<file path="src/rtl/seq_divider8.sv">
// seq_divider8: multi-cycle unsigned 8-bit restoring divider.
//
// Computes quotient = dividend / divisor and remainder = dividend % divisor
// by shift-and-subtract. It produces one quotient bit per clock over 8 CALC
// cycles, and the accept-to-done latency is 9 cycles. A zero divisor skips
// CALC. In that case the block reports quotient 8'hFF, remainder = dividend
// and div_by_zero = 1 one cycle after the operation is accepted.
//
// Ports:
//   clk          in   sole clock, rising edge
//   rst_n        in   synchronous active-low reset
//   start        in   request a division (accepted only while idle)
//   dividend     in   [7:0] unsigned dividend, sampled on the accepting edge
//   divisor      in   [7:0] unsigned divisor, sampled on the accepting edge
//   busy         out  high while an operation is in CALC or DONE
//   done         out  one-cycle pulse, results valid from this cycle on
//   quotient     out  [7:0] result, held until the next completion
//   remainder    out  [7:0] result, held until the next completion
//   div_by_zero  out  set with done when the divisor was zero
module seq_divider8 (
  input  logic       clk,
  input  logic       rst_n,
  input  logic       start,
  input  logic [7:0] dividend,
  input  logic [7:0] divisor,
  output logic       busy,
  output logic       done,
  output logic [7:0] quotient,
  output logic [7:0] remainder,
  output logic       div_by_zero
);

  typedef enum logic [1:0] {
    IDLE = 2'd0,
    CALC = 2'd1,
    DONE = 2'd2
  } state_t;

  state_t     state, state_nxt;
  logic [2:0] count, count_nxt;
  logic [7:0] p_reg, p_nxt;
  logic [7:0] q_reg, q_nxt;
  logic [7:0] dvsr_reg, dvsr_nxt;
  logic [7:0] quot_nxt, rem_nxt;
  logic       dbz_nxt;

  logic [8:0] trial;
  logic       fits;
  logic [7:0] diff;
  logic [7:0] p_step;
  logic [7:0] q_step;

  // One restoring step: shift {P,Q} left and trial-subtract the divisor.
  // The partial remainder always stays below the divisor, so P fits in
  // 8 bits. Only the 9-bit shifted value needs the extra bit. When the
  // subtraction fits, its true result is below the divisor, so an 8-bit
  // difference is exact.
  always_comb begin
    trial = {p_reg, q_reg[7]};
    fits  = (trial >= {1'b0, dvsr_reg});
    diff  = trial[7:0] - dvsr_reg;
    if (fits) begin
      p_step = diff;
      q_step = {q_reg[6:0], 1'b1};
    end else begin
      p_step = trial[7:0];
      q_step = {q_reg[6:0], 1'b0};
    end
  end

  // Next-state and datapath update. Every register holds by default.
  // The result registers are written only on entry to DONE.
  always_comb begin
    state_nxt = state;
    count_nxt = count;
    p_nxt     = p_reg;
    q_nxt     = q_reg;
    dvsr_nxt  = dvsr_reg;
    quot_nxt  = quotient;
    rem_nxt   = remainder;
    dbz_nxt   = div_by_zero;

    case (state)
      IDLE: begin
        if (start) begin
          if (divisor == 8'd0) begin
            state_nxt = DONE;
            quot_nxt  = 8'hFF;
            rem_nxt   = dividend;
            dbz_nxt   = 1'b1;
          end else begin
            state_nxt = CALC;
            q_nxt     = dividend;
            dvsr_nxt  = divisor;
            p_nxt     = 8'd0;
            count_nxt = 3'd0;
          end
        end
      end
      CALC: begin
        p_nxt     = p_step;
        q_nxt     = q_step;
        count_nxt = count + 3'd1;
        if (count == 3'd7) begin
          state_nxt = DONE;
          quot_nxt  = q_step;
          rem_nxt   = p_step;
          dbz_nxt   = 1'b0;
        end
      end
      DONE: begin
        state_nxt = IDLE;
      end
      default: begin
        state_nxt = IDLE;
      end
    endcase
  end

  // State and datapath registers. Reset discards any in-flight operation
  // and clears the visible results.
  always_ff @(posedge clk) begin
    if (!rst_n) begin
      state       <= IDLE;
      count       <= 3'd0;
      p_reg       <= 8'd0;
      q_reg       <= 8'd0;
      dvsr_reg    <= 8'd0;
      quotient    <= 8'd0;
      remainder   <= 8'd0;
      div_by_zero <= 1'b0;
    end else begin
      state       <= state_nxt;
      count       <= count_nxt;
      p_reg       <= p_nxt;
      q_reg       <= q_nxt;
      dvsr_reg    <= dvsr_nxt;
      quotient    <= quot_nxt;
      remainder   <= rem_nxt;
      div_by_zero <= dbz_nxt;
    end
  end

  // The status outputs are decoded from the state register only.
  assign busy = (state != IDLE);
  assign done = (state == DONE);

endmodule

</file>
<file path="config.mk">
export PLATFORM = sky130hd
export DESIGN_NAME = seq_divider8
export DESIGN_NICKNAME = d
export VERILOG_FILES = /design/src/rtl/seq_divider8.sv
export SDC_FILE = /design/constraint.sdc
export NUM_CORES = 1
export LEC_CHECK = 0
export BUFFER_PORTS_ARGS = -buffer_cell sky130_fd_sc_hd__buf_4
export CORE_MARGIN = 2
export CORE_UTILIZATION = 54
export CTS_CLUSTER_SIZE = 25
export DETAILED_ROUTE_END_ITERATION = 8
export GPL_ROUTABILITY_DRIVEN = 0
export PLACE_DENSITY = 0.77
export SLEW_MARGIN = 20
export SYNTH_ARGS = -nofsm -noshare
export SYNTH_HDL_FRONTEND = slang
export SYNTH_SLANG_ARGS = --single-unit
</file>
<file path="constraint.sdc">
create_clock -name clk -period 3.6 [get_ports clk]
set_input_delay 0.18 -clock clk [delete_from_list [all_inputs] [get_ports clk]]
set_output_delay 0.18 -clock clk [all_outputs]
set_load 0.005 [all_outputs]
</file>
-- Word level (Yosys, flattened, before mapping)
Index checks and enable logic that the tools add are counted.
- input bits: 19
- register bits after elaboration: 46
- logic and storage cells: 54
- add/subtract/negate cells: 2
- eq/ne operators: 7
- reductions and logical operators: 8
- muxes and demuxes: 27
- bitwise logic cells: 1
- $lt $le $gt $ge: 1
- operators with widths (cell ; number):
    $mux 8 ; 11
    $pmux 8 s2 ; 4
    $ge 9x8->1 ; 1
    $logic_not 8->1 ; 1
    $ne 2x2->1 const B ; 4
    $sub 8x8->8 ; 1
    $mux 2 ; 3
    $mux 3 ; 2
    $pmux 3 s2 ; 1
    $reduce_and 3->1 ; 2
    $mux 1 ; 4
    $pmux 2 s2 ; 1
    $reduce_and 4->1 ; 1
    $reduce_bool 2->1 ; 2
    $add 3x1->3 const B ; 1
    $eq 3x3->1 const B ; 1
    $eq 2x1->1 const B ; 1
    $eq 2x2->1 const B ; 1
    $logic_not 2->1 ; 1
    $pmux 1 s2 ; 1
    $reduce_and 2->1 ; 1
    $not 1->1 ; 1

-- Logic depth before layout (Yosys ltp)
Gate-level depths: netlist of the first run.
- depth in word-level cells: 4
- gate-level depth with buffers: 9
- gate-level depth less buffers: 9

-- Worst setup path before layout of the first run
OpenSTA, ideal clock, no wires.
- path kind: reg-to-reg
- start: register q_reg[7]
- end: register remainder[6]
- setup time: 0.124 ns
- setup slack: 1.675 ns
- buffers on the path: 0
- data arrival time: 1.802 ns
- period minus slack after synthesis: 1.925 ns
- cell stages (with the launch flop): 10
- cell sequence: dfxtp_1 > inv_1 > ha_1 > fa_1 > nor2b_4 > o31a_1 > o21a_1 > or3_1 > a31oi_2 > a31oi_1
- longest elaborated chain between the ends: 4
- RTL lines (what ; line ; RTL):
    from (decl) ; 42 ; logic [7:0] q_reg, q_nxt;
    from (signal assigned) ; 136 ; q_reg <= q_nxt;
    $sub 8x8->8 / $ge 9x8->1 (equally long branches) ; 61, 60 ;
    $mux 8 (*) ; 62 ; if (fits) begin
    $mux 8 (*) ; 104 ; if (count == 3'd7) begin
    $pmux 8 s2 (*) ; 83 ; case (state)
    to (signal assigned) ; 139 ; remainder <= rem_nxt;
    to (decl) ; 29 ; output logic [7:0] remainder,
Every way passes the cells marked *; elsewhere a longest branch is shown, timed or not. The select of a mux whose other input is x is not followed.
A chain may end at the register's enable or synchronous reset.

-- Worst setup path in the final report of the first run
- start: register dvsr_reg[2]
- end: register remainder[2]
- longest elaborated chain between the ends: 4
- RTL lines (what ; line ; RTL):
    from (decl) ; 43 ; logic [7:0] dvsr_reg, dvsr_nxt;
    from (signal assigned) ; 137 ; dvsr_reg <= dvsr_nxt;
    $sub 8x8->8 / $ge 9x8->1 (equally long branches) ; 61, 60 ;
    $mux 8 (*) ; 62 ;
    $mux 8 (*) ; 104 ;
    $pmux 8 s2 (*) ; 83 ;
Marked as above.

==> flow_summary.ini, run 1 <==
[synth]
post_synth_mux_area_share = 0.01353
synth_area_leader_cell = dfxtp_1
synth.yosys.warnings = 0
synth_sequential_area_ratio = 0.3983
synthTopCellsByCount = dfxtp_1, nand2_1, nand3_1, a21boi_0, nor2_1
yosysTopAreaCellShare = 0.3983
synth_top_family_by_area = compound AO/OA/AOI/OAI gates
synth_top_cells_by_area = dfxtp_1, nand2_1, ha_1
synth_cell_types = 42
synth_simple_gate_area_share = 0.1921
ys_ff_latch = 46
synthCells = 262
synthFlopType = dfxtp_1
postSynthNetCount = 292
post_synth.cell_area_avg_um2 = 8.825
synth_compound_gate_area_share = 0.2679
syn-cell-area_um2 = 2312
async_flop_share = 0
synth_edf_count = 0
yosys.area_share.xor_xnor = 0.01515
synthAdderAreaFrac = 0.06277

[floorplanning]
chip_width_um = 69.44
initial_core_util = 0.5698
ioPinCount = 38
die_h_um = 69.44
die-area_um2 = 4821
core-area_um2 = 4058
num_rows = 23

[routing]
drt-pass1-iter-count = 6
routed_wl_um = 5261
drtAntennaViolNets = 0
post-route-drc-count = 0
routed-via-count = 2004
drt_first_iter_violations = 110
route.detailed.wl_per_inst_um = 15.25
route.detailed.vias_per_inst = 5.809

[power_and_ir_drop]
cellLeakagePower_nw = 1.191
power_frac_clock = 0.283
pwr-share-comb = 0.296
power.share.switching = 0.3185
max-vdd-ir-drop_mv = 0.2709
power.switching_mw = 0.4274
power.density_cell_area_nw_per_um2 = 497.2
relative_contribution_of_sequential_cells_to_total_power = 0.421
cellInternalPower_mw = 0.9146
post-layout-total-power_mw = 1.342

[sta]
final.setup_skew_ns = 0.009144
maxSlewHeadroom = 0.5252
hold_violations = 0
slew_viol_final = 0
post-route-period-util = 0.6104
layout_min_cycle_time_ns = 2.197
final.setup.tns_ns = 0
unrepaired_setup_endpoints_after_global_routing = no
final-setup-viol-count = 0
worst-slew-pin-transition_ns = 0.7106
achievable-frequency_mhz = 455.1

[placement]
detailed_place.area_um2 = 2589
io_buffers = 37
place.detailed.hpwl_um = 3708

[grt]
grt_first_pass_wirelength_um = 8404
grt_antenna_before_repair = 0
grt_start_max_net_pins = 48
vias_in_the_first_global_route = 1767
globalRouteOverflowTotal = 0
grt_total_usage = 0.2168

[setup_path]
critPathLaunchType = flip-flop
rrSetupSlack_ns = 1.40
slowest_delay_ns = 0.42
timing_worst_setup_path_type = flip-flop to flip-flop
crit_slowest_cell = a21o_1
worst-endpoint-arrival_ns = 2.36
path_cells = inv_1 > ha_1 > nand2_1 > o21ai_0 > a21o_1 > mux2_2 > nand2_1 > a31oi_1
cpMostUsedCell = nand2_1
worstSetupEndpointType = flip-flop
critical_path.max_fanout = 10
timing.critical_path.required_ns = 3.76

[clock_tree]
tritoncts_clock_tree = built
h-tree-depth = 2
ctsLongestPathBuffers = 2
cts_resized = 0
tritoncts_num_sinks = 46
cts-hold-fix-buffers = 0
clk_transition_reported_paths_ns = 0.09
cts_inserted_buffers = 5
cts_root_buf = clkbuf_8
post-cts-setup-buffer-count = 0
clock_insertion_delay_worst_skew_ns = 0.30

[final_layout]
num-nets-final = 324
num_antenna_cells = 0
finish.instance_area_um2 = 2699
area.growth.synth_to_final_pct = 16.72
drive_gt1_frac = 0.2102

[outcome]
run_status = completed

[job]
max-cap-violations = 0

[min_path]
hold_path_class = input pin to flip-flop
logic make-up after synthesis:
| family | after synthesis |
|---|---|
| compound gates | 78 |
| xor+xnor | 4 |
| fa+ha+maj | 11 |
| buf+inv | 24 |
| flops | 46 |
| mux | 3 |
| simple gates | 96 |
metal layers:
layer / GRT usage / vias to the layer above / share of wire
met5: 0 / - / 0
met4: 0.05882 / 0 / 0.012
met2: 0.3440 / 43 / 0.47
li1: - / 1005 / -
met3: 0.05523 / 7 / 0.042
met1: 0.2940 / 949 / 0.47
layout by cell type, fill, tap and decap left out, types with 2 or more instances in the layout:
master / instances
nand3_1: 19
buf_4: 39
xor2_1: 2
nand2b_1: 2
mux2i_1: 2
inv_1: 10
a31oi_1: 6
nor2b_1: 6
o211a_1: 10
clkbuf_8: 5
a21oi_1: 7
nand2_1: 46
ha_1: 10
dfxtp_1: 46
a21boi_0: 12
xnor2_1: 2
and2_1: 5
o21a_1: 6
o211ai_1: 5
o21ai_0: 10
o221a_2: 10
a21boi_1: 2
a22oi_1: 2
nor2_1: 11
nor4_1: 2
through the flow:
stage	instances	worst slack, ns	hold slack [ns]	utilization
global route	345	1.254	0.1590	0.6651
floorplan	262	1.675	0.3320	-
CTS	345	1.421	0.1534	0.6651
finish	345	1.403	0.1565	0.6651
global placement	337	1.488	0.4529	0.6380
detailed placement	337	1.418	0.4596	0.6380
layout make-up:
class                   instances  area, µm²
repair buffers                 39      292.8
inverters                      10      37.54
well taps                      50      62.56
clock buffers                   6      72.57
clock inverters                 2      37.54
multi-input cells             192       1275
flip-flops and latches         46      920.9
fillers                       346       1359
final timing paths:
| path | startpoint | end | cells after the start |
|---|---|---|---|
| worst max-delay path | dvsr_reg[2]$_SDFFE_PN0P_ | remainder[2]$_SDFFE_PN0P_ | 8 |
| worst min-delay path | divisor[6] | dvsr_reg[6]$_SDFFE_PN0P_ | 3 |
| worst max register to register | dvsr_reg[2]$_SDFFE_PN0P_ | remainder[2]$_SDFFE_PN0P_ | 8 |
| worst min register to register | dvsr_reg[6]$_SDFFE_PN0P_ | dvsr_reg[6]$_SDFFE_PN0P_ | 2 |
critical path: cells and delay by family, from the launching register on:
| kind | cells | cell delay (ns) |
|---|---|---|
| buffers and inverters | 1 | 0.04 |
| AND/OR/NAND/NOR | 2 | 0.16 |
| AO/OA/AOI/OAI | 3 | 0.79 |
| multiplexers | 1 | 0.38 |
| flip-flops | 1 | 0.33 |
| adder cells (fa/ha/maj) | 1 | 0.38 |
power groups by stage:
stage	Combinational (mW)	Clock (mW)	Sequential (mW)
finish	0.397	0.380	0.565
global route	0.439	0.407	0.568
CTS	0.393	0.388	0.564
detailed placement	0.391	0	0.576
global placement	0.380	0	0.575
floorplan	0.319	0	0.568
(Power assumes the default switching activity.)
==> run 2: changes to the inputs <==
--- a/config.mk
+++ b/config.mk
@@ -7,11 +7,11 @@
 export LEC_CHECK = 0
 export BUFFER_PORTS_ARGS = -buffer_cell sky130_fd_sc_hd__buf_4
 export CORE_MARGIN = 2
-export CORE_UTILIZATION = 54
+export CORE_UTILIZATION = 50
 export CTS_CLUSTER_SIZE = 25
 export DETAILED_ROUTE_END_ITERATION = 8
 export GPL_ROUTABILITY_DRIVEN = 0
-export PLACE_DENSITY = 0.77
+export PLACE_DENSITY = 0.75
 export SLEW_MARGIN = 20
 export SYNTH_ARGS = -nofsm -noshare
 export SYNTH_HDL_FRONTEND = slang
==> constraint.sdc (replaced) <==
create_clock -name clk -period 1.93 [get_ports clk]
set_input_delay 0.0965 -clock clk [delete_from_list [all_inputs] [get_ports clk]]
set_output_delay 0.0965 -clock clk [all_outputs]
set_load 0.005 [all_outputs]
==> run 2 against run 1 <==
  * The run now ends with negative setup slack left
  * First-iteration DRC count is 7.3% lower
  * Die area rose by 7.5%
  * Sequential power is 88% higher
  * Wire length rose by 3.3%
  * Via count increased by 5.0%
==> flow_summary.ini, run 2 (synthesized netlist as in run 1, its figures left out) <==
[clock_tree]
clock_insertion_delay_worst_skew_ns = 0.30
clk_transition_reported_paths_ns = 0.09
cts_inserted_buffers = 5
h-tree-depth = 2
tritoncts_num_sinks = 46
tritoncts_clock_tree = built
ctsLongestPathBuffers = 2
cts_root_buf = clkbuf_8

[floorplanning]
core-area_um2 = 4414
num_rows = 24
initial_core_util = 0.5238
chip_width_um = 72.01
ioPinCount = 38
die_h_um = 72.01
die-area_um2 = 5185

[final_layout]
drive_gt1_frac = 0.3407
area.growth.synth_to_final_pct = 28.41
num_antenna_cells = 0
mostFrequentLayoutCells = buf_4, nand2_1, dfxtp_1, nand3_1, nor2_1
num-nets-final = 346
mostFrequentLayoutCell = buf_4

[routing]
routed_wl_um = 5436
route.detailed.vias_per_inst = 5.702
drt-pass1-iter-count = 4
route.detailed.wl_per_inst_um = 14.73
drtAntennaViolNets = 0
post-route-drc-count = 0
drt_first_iter_violations = 102
routed-via-count = 2104

[min_path]
hold_path_class = input pin to flip-flop

[sta]
final.setup_skew_ns = 0.006187
unrepaired_setup_endpoints_after_global_routing = yes
slew_viol_final = 0
final.setup.tns_ns = -0.001197
hold_violations = 0
worst-slew-pin-transition_ns = 0.6074
hold_ws_ns = 0.05765
layout_min_cycle_time_ns = 1.931
final-setup-viol-count = 1
achievable-frequency_mhz = 517.8
maxSlewHeadroom = 0.5936
postLayoutSetupSlackWorst_ns = -0.001197
post-route-period-util = 1.001

[power_and_ir_drop]
relative_contribution_of_sequential_cells_to_total_power = 0.400
cellInternalPower_mw = 1.783
max-vdd-ir-drop_mv = 0.4812
power.switching_mw = 0.8813
pwr-share-comb = 0.375
power_frac_clock = 0.225
power.share.switching = 0.3308
power.density_cell_area_nw_per_um2 = 897.3
cellLeakagePower_nw = 1.307

[setup_path]
worstSetupEndpointType = flip-flop
timing_worst_setup_path_type = flip-flop to flip-flop
timing.critical_path.required_ns = 2.13
rrSetupSlack_ns = -0.001
critPathLaunchType = flip-flop
worst-endpoint-arrival_ns = 2.13
critical_path.max_fanout = 3

[outcome]
run_status = finished, violations left
violations = negative setup slack

[grt]
grt_antenna_before_repair = 0
globalRouteOverflowTotal = 0
grt_total_usage = 0.2242
grt_first_pass_wirelength_um = 9073
grt_start_max_net_pins = 48
vias_in_the_first_global_route = 2024

[placement]
place.detailed.hpwl_um = 3797
dp_slack_ns = -0.07323
io_buffers = 37

[job]
max-cap-violations = 0
## run 2: cell count changes in the layout (fill, tap and decap cells not counted), sizes merged
cell    previous run  this run
bufinv             1         0
clkinv             0         2
clkbuf             6         5
buf               39        61
## run 2: worst paths after layout
kind                                                from                         to  cells after the start
worst max register to register     q_reg[7]$_SDFFE_PN0P_  remainder[6]$_SDFFE_PN0P_                      9
worst max-delay path               q_reg[7]$_SDFFE_PN0P_  remainder[6]$_SDFFE_PN0P_                      9
worst min-delay path                          divisor[5]   dvsr_reg[5]$_SDFFE_PN0P_                      3
worst min register to register  dvsr_reg[6]$_SDFFE_PN0P_   dvsr_reg[6]$_SDFFE_PN0P_                      2
## run 2: power groups by stage
stage	registers (mW)	logic, mW	clock network, mW
finish	1.06	0.999	0.600
global route	1.07	1.11	0.652
CTS	1.06	0.890	0.619
detailed placement	1.07	0.860	0
global placement	1.07	0.851	0
floorplan	1.06	0.594	0
## run 2: per-stage QoR
step	instance area (µm²)	power [mW]	instances	util
after detailed placement	2754	1.934	359	0.6239
after floorplan	2312	1.654	262	-
after CTS	2890	2.566	367	0.6548
final	2969	2.664	369	0.6726
after global routing	2969	2.829	369	0.6726
after global placement	2754	1.923	359	0.6239
## run 2: repair_timing
item / 4_1_cts / 5_1_grt
gates resized for setup: 9 / 20
hold buffers: 0 / 0
buffers inserted: 0 / 2
cloned: 0 / 0
pin swaps: 5 / 9
setup endpoints to repair: 10 / 17
## run 2: final cells by class
cell class | instances | area (µm²)
clock buffers | 5 | 68.82
well taps | 52 | 65.06
repair buffers | 61 | 474.2
multi-input cells | 192 | 1371
inverters | 10 | 37.54
clock inverters | 3 | 21.27
fillers | 339 | 1445
flip-flops and latches | 46 | 930.9
## run 2: worst max-delay path: stages, from the launching register on
cell     delay [ns]
dfxtp_2        0.33
inv_2          0.06
ha_4           0.14
fa_2           0.23
nor2b_4        0.05
o31a_1         0.25
o21a_1         0.18
or3_1          0.32
a31oi_2        0.16
a31oi_1        0.10
## run 2: layer usage
layer | share of wire | wire length [µm] | up-vias | track usage
met5 | 0 | 0 | - | 0
met4 | 0.024 | 131 | 0 | 0.1195
met3 | 0.053 | 286 | 13 | 0.04722
met2 | 0.48 | 2596 | 58 | 0.3652
met1 | 0.45 | 2421 | 985 | 0.2788
li1 | - | - | 1048 | -
